**src/rtl/xform_share_ctrl_if.sv**
```systemverilog
// rtl/xform_share_ctrl_if.sv - requester/response bus shared by xform_share_ctrl and its clients
interface xform_share_ctrl_if #(
    parameter int NREQ = 4,
    parameter int IDW  = 2
);
    logic [NREQ-1:0]   req_valid;
    logic [3*NREQ-1:0] req_a;
    logic [NREQ-1:0]   req_ready;
    logic              rsp_valid;
    logic              rsp_ready;
    logic [IDW-1:0]    rsp_id;
    logic [3:0]        rsp_z;

    modport master (
        output req_valid, req_a, rsp_ready,
        input  req_ready, rsp_valid, rsp_id, rsp_z
    );

    modport slave (
        input  req_valid, req_a, rsp_ready,
        output req_ready, rsp_valid, rsp_id, rsp_z
    );
endinterface

```
**src/rtl/xform_share_ctrl.sv**
```systemverilog
// rtl/xform_share_ctrl.sv - round-robin sharer of the 3-to-2 select transform; XFORM_SHARE_CHECK_EN adds a z self-check
module xform_share_ctrl #(
    parameter int NREQ = 4,
    parameter int IDW  = 2
) (
    input  logic                clk,
    input  logic                rst_n,
    xform_share_ctrl_if.slave   bus,
    output logic [2:0]          dp_a,
    output logic                dp_sel,
    input  logic [1:0]          dp_out,
    output logic                busy,
    output logic                err
);
    typedef enum logic [1:0] {IDLE, PASS0, PASS1, RESP} state_t;

    state_t         state;
    state_t         state_nxt;
    logic [IDW-1:0] ptr;
    logic [IDW-1:0] id;
    logic [2:0]     op;
    logic [1:0]     hi;
    logic [1:0]     lo;
    logic           gnt_found;
    logic [IDW-1:0] gnt_idx;
    logic [IDW-1:0] cand;

    // Round-robin search starting just above the last grant
    always_comb begin
        gnt_found = 1'b0;
        gnt_idx   = '0;
        cand      = '0;
        for (int k = 1; k <= NREQ; k++) begin
            cand = IDW'((int'(ptr) + k) % NREQ);
            if (!gnt_found && bus.req_valid[cand]) begin
                gnt_found = 1'b1;
                gnt_idx   = cand;
            end
        end
    end

    always_ff @(posedge clk or negedge rst_n) begin
        if (!rst_n) begin
            state <= IDLE;
        end else begin
            state <= state_nxt;
        end
    end

    always_comb begin
        state_nxt = state;
        case (state)
            IDLE:    if (gnt_found) state_nxt = PASS0;
            PASS0:   state_nxt = PASS1;
            PASS1:   state_nxt = RESP;
            RESP:    if (bus.rsp_ready) state_nxt = IDLE;
            default: state_nxt = IDLE;
        endcase
    end

    always_comb begin
        bus.req_ready = '0;
        if (rst_n && state == IDLE && gnt_found) begin
            bus.req_ready = NREQ'(1) << gnt_idx;
        end
        bus.rsp_valid = (state == RESP);
        bus.rsp_z     = (state == RESP) ? {~hi, lo} : 4'b0000;
        bus.rsp_id    = (state == RESP) ? id : '0;
        dp_a          = op;
        dp_sel        = (state == PASS1);
        busy          = (state != IDLE);
    end

    always_ff @(posedge clk or negedge rst_n) begin
        if (!rst_n) begin
            ptr <= IDW'(NREQ - 1);
            id  <= '0;
            op  <= 3'b000;
            hi  <= 2'b00;
            lo  <= 2'b00;
        end else begin
            case (state)
                IDLE: begin
                    if (gnt_found) begin
                        op  <= bus.req_a[3*gnt_idx +: 3];
                        id  <= gnt_idx;
                        ptr <= gnt_idx;
                    end
                end
                PASS0:   hi <= dp_out;
                PASS1:   lo <= dp_out;
                default: ;
            endcase
        end
    end

`ifdef XFORM_SHARE_CHECK_EN
    logic [3:0] model_z;

    always_comb begin
        model_z = {~((op[2] & op[1]) | (op[2] & op[0])),
                   ~(op[2] ^ (op[0] | op[1])),
                   ~(op[0] ^ op[1]),
                   ~op[0]};
    end

    always_ff @(posedge clk or negedge rst_n) begin
        if (!rst_n) begin
            err <= 1'b0;
        end else if (state == RESP && model_z != bus.rsp_z) begin
            err <= 1'b1;
        end
    end
`else
    assign err = 1'b0;
`endif
endmodule

```
**src/flat_wrapper.sv**
```systemverilog
// flat-port wrapper written by rule: the top's interface ports become plain ports
module xform_share_ctrl_flat 
#(
    parameter int NREQ = 4,
    parameter int IDW  = 2
)
  (clk, rst_n, dp_a, dp_sel, dp_out, busy, err, bus_req_valid, bus_req_a, bus_rsp_ready, bus_req_ready, bus_rsp_valid, bus_rsp_id, bus_rsp_z);
  xform_share_ctrl_if #(.NREQ(NREQ), .IDW(IDW)) bus_i ();
  input  logic clk;
  input  logic rst_n;
  output logic [2:0] dp_a;
  output logic dp_sel;
  input  logic [1:0] dp_out;
  output logic busy;
  output logic err;
  input wire logic [$bits(bus_i.req_valid)-1:0] bus_req_valid;
  input wire logic [$bits(bus_i.req_a)-1:0] bus_req_a;
  input wire logic [$bits(bus_i.rsp_ready)-1:0] bus_rsp_ready;
  output wire logic [$bits(bus_i.req_ready)-1:0] bus_req_ready;
  output wire logic [$bits(bus_i.rsp_valid)-1:0] bus_rsp_valid;
  output wire logic [$bits(bus_i.rsp_id)-1:0] bus_rsp_id;
  output wire logic [$bits(bus_i.rsp_z)-1:0] bus_rsp_z;
  assign bus_i.req_valid = bus_req_valid;
  assign bus_i.req_a = bus_req_a;
  assign bus_i.rsp_ready = bus_rsp_ready;
  assign bus_req_ready = bus_i.req_ready;
  assign bus_rsp_valid = bus_i.rsp_valid;
  assign bus_rsp_id = bus_i.rsp_id;
  assign bus_rsp_z = bus_i.rsp_z;
  xform_share_ctrl #(.NREQ(NREQ), .IDW(IDW)) u_core (.clk(clk), .rst_n(rst_n), .bus(bus_i), .dp_a(dp_a), .dp_sel(dp_sel), .dp_out(dp_out), .busy(busy), .err(err));
endmodule
```
**config.mk**
```make
export PLATFORM = sky130hd
export DESIGN_NAME = xform_share_ctrl_flat
export DESIGN_NICKNAME = d
export VERILOG_FILES = /design/src/rtl/xform_share_ctrl_if.sv /design/src/rtl/xform_share_ctrl.sv /design/src/flat_wrapper.sv
export SDC_FILE = /design/constraint.sdc
export NUM_CORES = 1
export LEC_CHECK = 0
export CELL_PAD_IN_SITES_DETAIL_PLACEMENT = 2
export CELL_PAD_IN_SITES_GLOBAL_PLACEMENT = 2
export CORE_UTILIZATION = 25
export DETAILED_ROUTE_END_ITERATION = 6
export PLACE_DENSITY_LB_ADDON = 0.1
export SLEW_MARGIN = 20
export SYNTH_ARGS = -nofsm -noshare
export SYNTH_HDL_FRONTEND = slang
export SYNTH_SLANG_ARGS = --single-unit
```
**constraint.sdc**
```tcl
create_clock -name clk -period 3 [get_ports clk]
set_input_delay 0.6 -clock clk [delete_from_list [all_inputs] [get_ports clk]]
set_output_delay 0.6 -clock clk [all_outputs]
set_load 0.02 [all_outputs]
```
* Yosys cells after proc, flatten, opt, wreduce, memory -nomap -nowiden
Index checks and enable logic that the tools add are counted.
Cells by class: bitwise logic cells 1, mux-type cells 22, add/sub/neg operators 4, eq/ne operators 5, multiply operators 1, reductions and logical operators 12, shifts and indexed selects 2, magnitude comparators 4
Operator list (number):
- two-way mux 2 bit | 7
- less-than comparator 2 x 3 -> 1 bit, second input constant | 4
- variable part select 12 x 5 -> 3 bit | 1
- binary-select mux 1 bit (select 2 bit) | 4
- two-way mux 1 bit | 8
- two-way mux 4 bit | 2
- case mux 2 bit (4 select lines) | 1
- logical AND 1 bit | 5
- adder 2 x 1 -> 2 bit, second input constant | 2
- adder 2 bit, second input constant | 2
- == test 2 bit, second input constant | 2
- multiplier 2 x 2 -> 4 bit, first input constant | 1
- AND reduction 2 bit | 2
- left shift 1 x 2 -> 4 bit, first input constant | 1
- zero test 1 bit | 3
- == test 2 x 1 -> 1 bit, second input constant | 1
- zero test 2 bit | 1
- inequality test 2 x 1 -> 1 bit, second input constant | 1
- inequality test 2 bit, second input constant | 1
- NOT 2 bit | 1
- nonzero test 2 bit | 1
Word-level totals: input bits 21, output and inout port bits 17, register bits 13, word-level logic and storage cells 57

* Longest topological paths before layout
word-level depth 15, depth in mapped cells 6, gate-level depth less buffers 6

* Least setup slack after synthesis
Ideal clock, no wire load.
path kind in2out, from in bus_req_valid[1], to out bus_req_ready[0], setup slack 0.634 ns, path buffers 1, arrival time 1.766 ns, data required time 2.400 ns, cell stages on the path 4, path through or3b_4 and3_4 buf_6 nor3_1
On the way: word-level cells in the longest chain between the ends 14, elaborated cells on any way between the ends 25, classes of those cells shift: 1; mux: 17; reduce/logical: 7
Ends and longest elaborated chain:
- start, declared | RTL line flat_wrapper.sv:16 | input wire logic [$bits(bus_i.req_valid)-1:0] bus_req_valid;
- binary-select mux 1 bit (select 2 bit) | RTL line xform_share_ctrl.sv:35 | if (!gnt_found && bus.req_valid[cand]) begin
- two-way mux 1 bit (implied by the code) | RTL line xform_share_ctrl.sv:35
- two-way mux 1 bit | RTL line xform_share_ctrl.sv:35
- zero test 1 bit | RTL line xform_share_ctrl.sv:35
- logical AND 1 bit | RTL line xform_share_ctrl.sv:35
- two-way mux 1 bit | RTL line xform_share_ctrl.sv:35
- zero test 1 bit | RTL line xform_share_ctrl.sv:35
- logical AND 1 bit | RTL line xform_share_ctrl.sv:35
- two-way mux 1 bit | RTL line xform_share_ctrl.sv:35
- zero test 1 bit | RTL line xform_share_ctrl.sv:35
- logical AND 1 bit | RTL line xform_share_ctrl.sv:35
- two-way mux 2 bit / two-way mux 1 bit (equally long branches) | RTL line xform_share_ctrl.sv:35
- left shift 1 x 2 -> 4 bit / logical AND 1 bit (equally long branches) | RTL line xform_share_ctrl.sv:64, xform_share_ctrl.sv:63
- two-way mux 4 bit (*) | RTL line xform_share_ctrl.sv:63 | if (rst_n && state == IDLE && gnt_found) begin
- end, declared | RTL line flat_wrapper.sv:19 | output wire logic [$bits(bus_i.req_ready)-1:0] bus_req_ready;
Mark *: on every way between the ends. The rest lies on a longest branch, timed or not. The select of a mux whose other input is x is not followed.

* Worst setup path after layout
from in bus_req_valid[1], to out bus_req_ready[3]
The elaborated chain is that of the path after synthesis.

==> flow_metrics.env <==
export IMPL_antenna_found_initial=0
export IMPL_crit_type="input pin to output pin"
export IMPL_grt_max_degree=14
export IMPL_crit_required_ns=2.40
export IMPL_cts_sinks=13
export IMPL_ir_drop_mv=0.3554
export IMPL_ys_types=32
export IMPL_setup_viol=0
export IMPL_yosys_area_top_type="dfrtp_1"
export IMPL_nFillCells=355
export IMPL_fin_crit_sh=0.9645
export IMPL_crit_family="buffers and inverters"
export IMPL_final_layout_size_suffix_gt1_frac=0.1799
export IMPL_synth_top_area_share=0.3198
export IMPL_synthesis_nets=118
export IMPL_synth_async_reset_ratio=1.000
export IMPL_cp_start_kind="input pin"
export IMPL_dr_wl_met3_um=87
export IMPL_cts_hold_buf=0
export IMPL_synth_area_leaders="dfrtp_1, ha_1, dfstp_2"
export IMPL_highest_layer="met4"
export IMPL_multiInputGateArea_sq_um=505.5
export IMPL_die_area_sq_um=3682
export IMPL_critical_path_startpoint="bus_req_valid[1]"
export IMPL_cts_clk_slew_worst_paths_ns=0.08
export IMPL_cts_tree="done"
export IMPL_syn2layout_area_growth_pct=56.69
export IMPL_path_depth=6
export IMPL_wl_met1_um=1163
export IMPL_hold_viol=0
export IMPL_hold_path_startpoint="u_core.id[1]"
export IMPL_cap_violations=0
export IMPL_cp_slowest_cell="clkdlybuf4s50_1"
export IMPL_numCtsBuffers=3
export IMPL_htree_levels=1
export IMPL_worst_pin_slew_ns=0.6536
export IMPL_cp_max_fo=6
export IMPL_utilization=0.4278
export IMPL_slew_headroom=0.5530
export IMPL_postRouteAntennaNets=0
export IMPL_ys_seq_elements=13
export IMPL_seq_area_sq_um=327.8
export IMPL_avgViaCountPerCell=4.590
export IMPL_fp_dieW_um=60.68
export IMPL_drtIter0Drc=13
export IMPL_ff2ff_setup_slack_ns=1.06
export IMPL_grtUsageTotal=0.1604
export IMPL_grt_overflow=0
export IMPL_root_buffer="clkbuf_4"
export IMPL_slew_viol_final=0
export IMPL_worstPathCellList="clkdlybuf4s50_1 -> or3b_4 -> buf_4 -> nand3_1 -> nor3_1 -> dlygate4sd2_1"
export IMPL_cts_buffer_depth=2
export IMPL_mappedNetlistArea_sq_um=860.8
export IMPL_crit_path_end="bus_req_ready[3]"
export IMPL_end_kind="output pin"
export IMPL_std_cell_rows=20
export IMPL_die_h_um=60.68
export IMPL_rsz0062_at_grt="no"
export IMPL_max_freq_mhz=345.6
export IMPL_gp_congestion=0.6728
export IMPL_syn_inst=92
export IMPL_hp_class="register to register"
export IMPL_clkLatencyLatePin_ns=0.27
export IMPL_reg2regPathDepth=5
export IMPL_grt_pass1_vias=917
export IMPL_hold_depth=2
export IMPL_dpl_hpwl_um=2165
export IMPL_wl_per_cell_um=14.19
export IMPL_dr_wl_met2_um=1314
export IMPL_grt_pass1_wl_um=4284
export IMPL_num_vias=840
export IMPL_cellLeakagePower_nw=0.5842
export IMPL_timing_hold_ws_ns=0.5029
export IMPL_status="completed"
export IMPL_diodes=0
export IMPL_synth_edf_count=0
export IMPL_initial_utilization=0.2730
export IMPL_ys_warn_count=0
export IMPL_cp_num_buf_inv=3
export IMPL_power_density_nw_per_um2=896.9
export IMPL_cp_slowest_stage_delay_ns=0.59
export IMPL_cp_arrival_ns=2.29
export IMPL_portBuffers=36
export IMPL_synth_flop_cell="dfrtp_1"
export IMPL_clock_skew_ns=0.004543
export IMPL_io_pins=38
export IMPL_layout_min_cycle_time_ns=2.893
export IMPL_core_area_sq_um=3153
export IMPL_reg2reg_from="u_core.ptr[0]"
export IMPL_syn_avg_cell_area_sq_um=9.357
export IMPL_routed_wl_um=2596
export IMPL_ys_seq_area_frac=0.3808
export IMPL_r2r_end="u_core.dp_a[0]"
export IMPL_drtPass1Iterations=3
export IMPL_drc=0
export IMPL_final_nets=166
-- flip-flops by register name, indices dropped and copies added (netlist names) --
name	count
u_core.hi	2
u_core.ptr	2
u_core.id	2
u_core.state	2
u_core.lo	2
u_core.dp_a	3
-- report_power, final --
| group | switching (W) | internal (W) |
|---|---|---|
| Combinational | 0.000391 | 0.000368 |
| Clock | 0.0000558 | 0.0000514 |
| Sequential | 0.0000655 | 0.000278 |
| Total | 0.000513 | 0.000697 |
-- per-stage QoR --
| step | setup WS [ns] | total power [W] | TNS [ns] | instance area, sq um | std cells |
|---|---|---|---|---|---|
| floorplan | 0.6344 | 0.0007960 | 0 | 860.8 | 92 |
| global placement | -0.1355 | 0.001091 | -0.4488 | 1325 | 179 |
| detailed placement | -0.2589 | 0.001124 | -0.6398 | 1325 | 179 |
| CTS | 0.02682 | 0.001233 | 0 | 1346 | 183 |
| global route | 0.02460 | 0.001316 | 0 | 1349 | 183 |
| finish | 0.1066 | 0.001210 | 0 | 1349 | 183 |
-- synthesized netlist by cell type (all sizes together), types with 2 or more instances --
cell / n
a2111oi: 2
mux2i: 4
dfstp: 2
o21a: 2
ha: 5
dfrtp: 11
inv: 4
nor2b: 4
nand2: 8
mux2: 4
a21oi: 3
a211oi: 2
and2: 4
nor2: 9
buf: 2
nand2b: 3
nor3: 6
o21ai: 5
-- what timing repair did --
item                                    CTS  global route
hold endpoints to repair                  0             0
resized for setup                         4             4
endpoints found under the setup margin    4             2
setup buffers                             0             0
-- worst min path at each step --
stage,end,slack (ns)
final,u_core.id[1],0.50
after floorplan,u_core.dp_a[0],0.30
after CTS,u_core.lo[0],0.51
after global routing,u_core.lo[0],0.52
after global placement,u_core.id[1],0.46
after detailed placement,u_core.lo[0],0.49
-- logic make-up (layout without fill, tap and decap cells) --
family                     after synthesis  after routing  synth area share
AOI/OAI and AO/OA                       20             20            0.1686
buffers and inverters                    6             53           0.03924
other                                    1              1          0.004356
adders and majority gates                5              5           0.07267
muxes                                    8              8           0.09884
DFF                                     13             13            0.3808
and+or+nand+nor                         39             39            0.2355
-- cells in the final DEF (no fill, tap or decap), drive strengths merged --
master,instances
nor3,6
nand3,1
a2111oi,2
nor4,1
dfrtp,11
or3b,1
dfstp,2
ha,5
o2111ai,1
conb,1
dlygate4sd2,3
nand2,8
a21bo,1
a21o,1
o311ai,1
o22ai,1
inv,4
buf,9
nor2,9
clkdlybuf4s50,32
o21ai,5
or2,1
a211oi,2
nor2b,4
a21oi,3
mux2,4
mux2i,4
clkbuf,5
and3,1
o21a,2
and2,4
nand2b,3
o21bai,1
-- layout make-up --
cell class                      instances  area share
Multi-Input combinational cell         73      0.3748
Timing Repair Buffer                   45      0.3108
Sequential cell                        13      0.2430
Tap cell                               44     0.04082
Clock buffer                            4     0.01948
Inverter                                4     0.01113
-- routing by layer --
layer,track usage,vias to the layer above
met5,0,-
met3,0.03838,2
met1,0.1883,400
li1,-,418
met4,0.03571,0
met2,0.2951,20
-- worst register-to-register path, stage by stage, from the launching register on --
cell	delay (ns)
dfstp_2	0.58
nand2b_1	0.13
a21o_2	0.15
nand3_1	0.14
a2111oi_0	0.67
a211oi_1	0.11
Note: power is estimated with default switching activity, not from simulation.
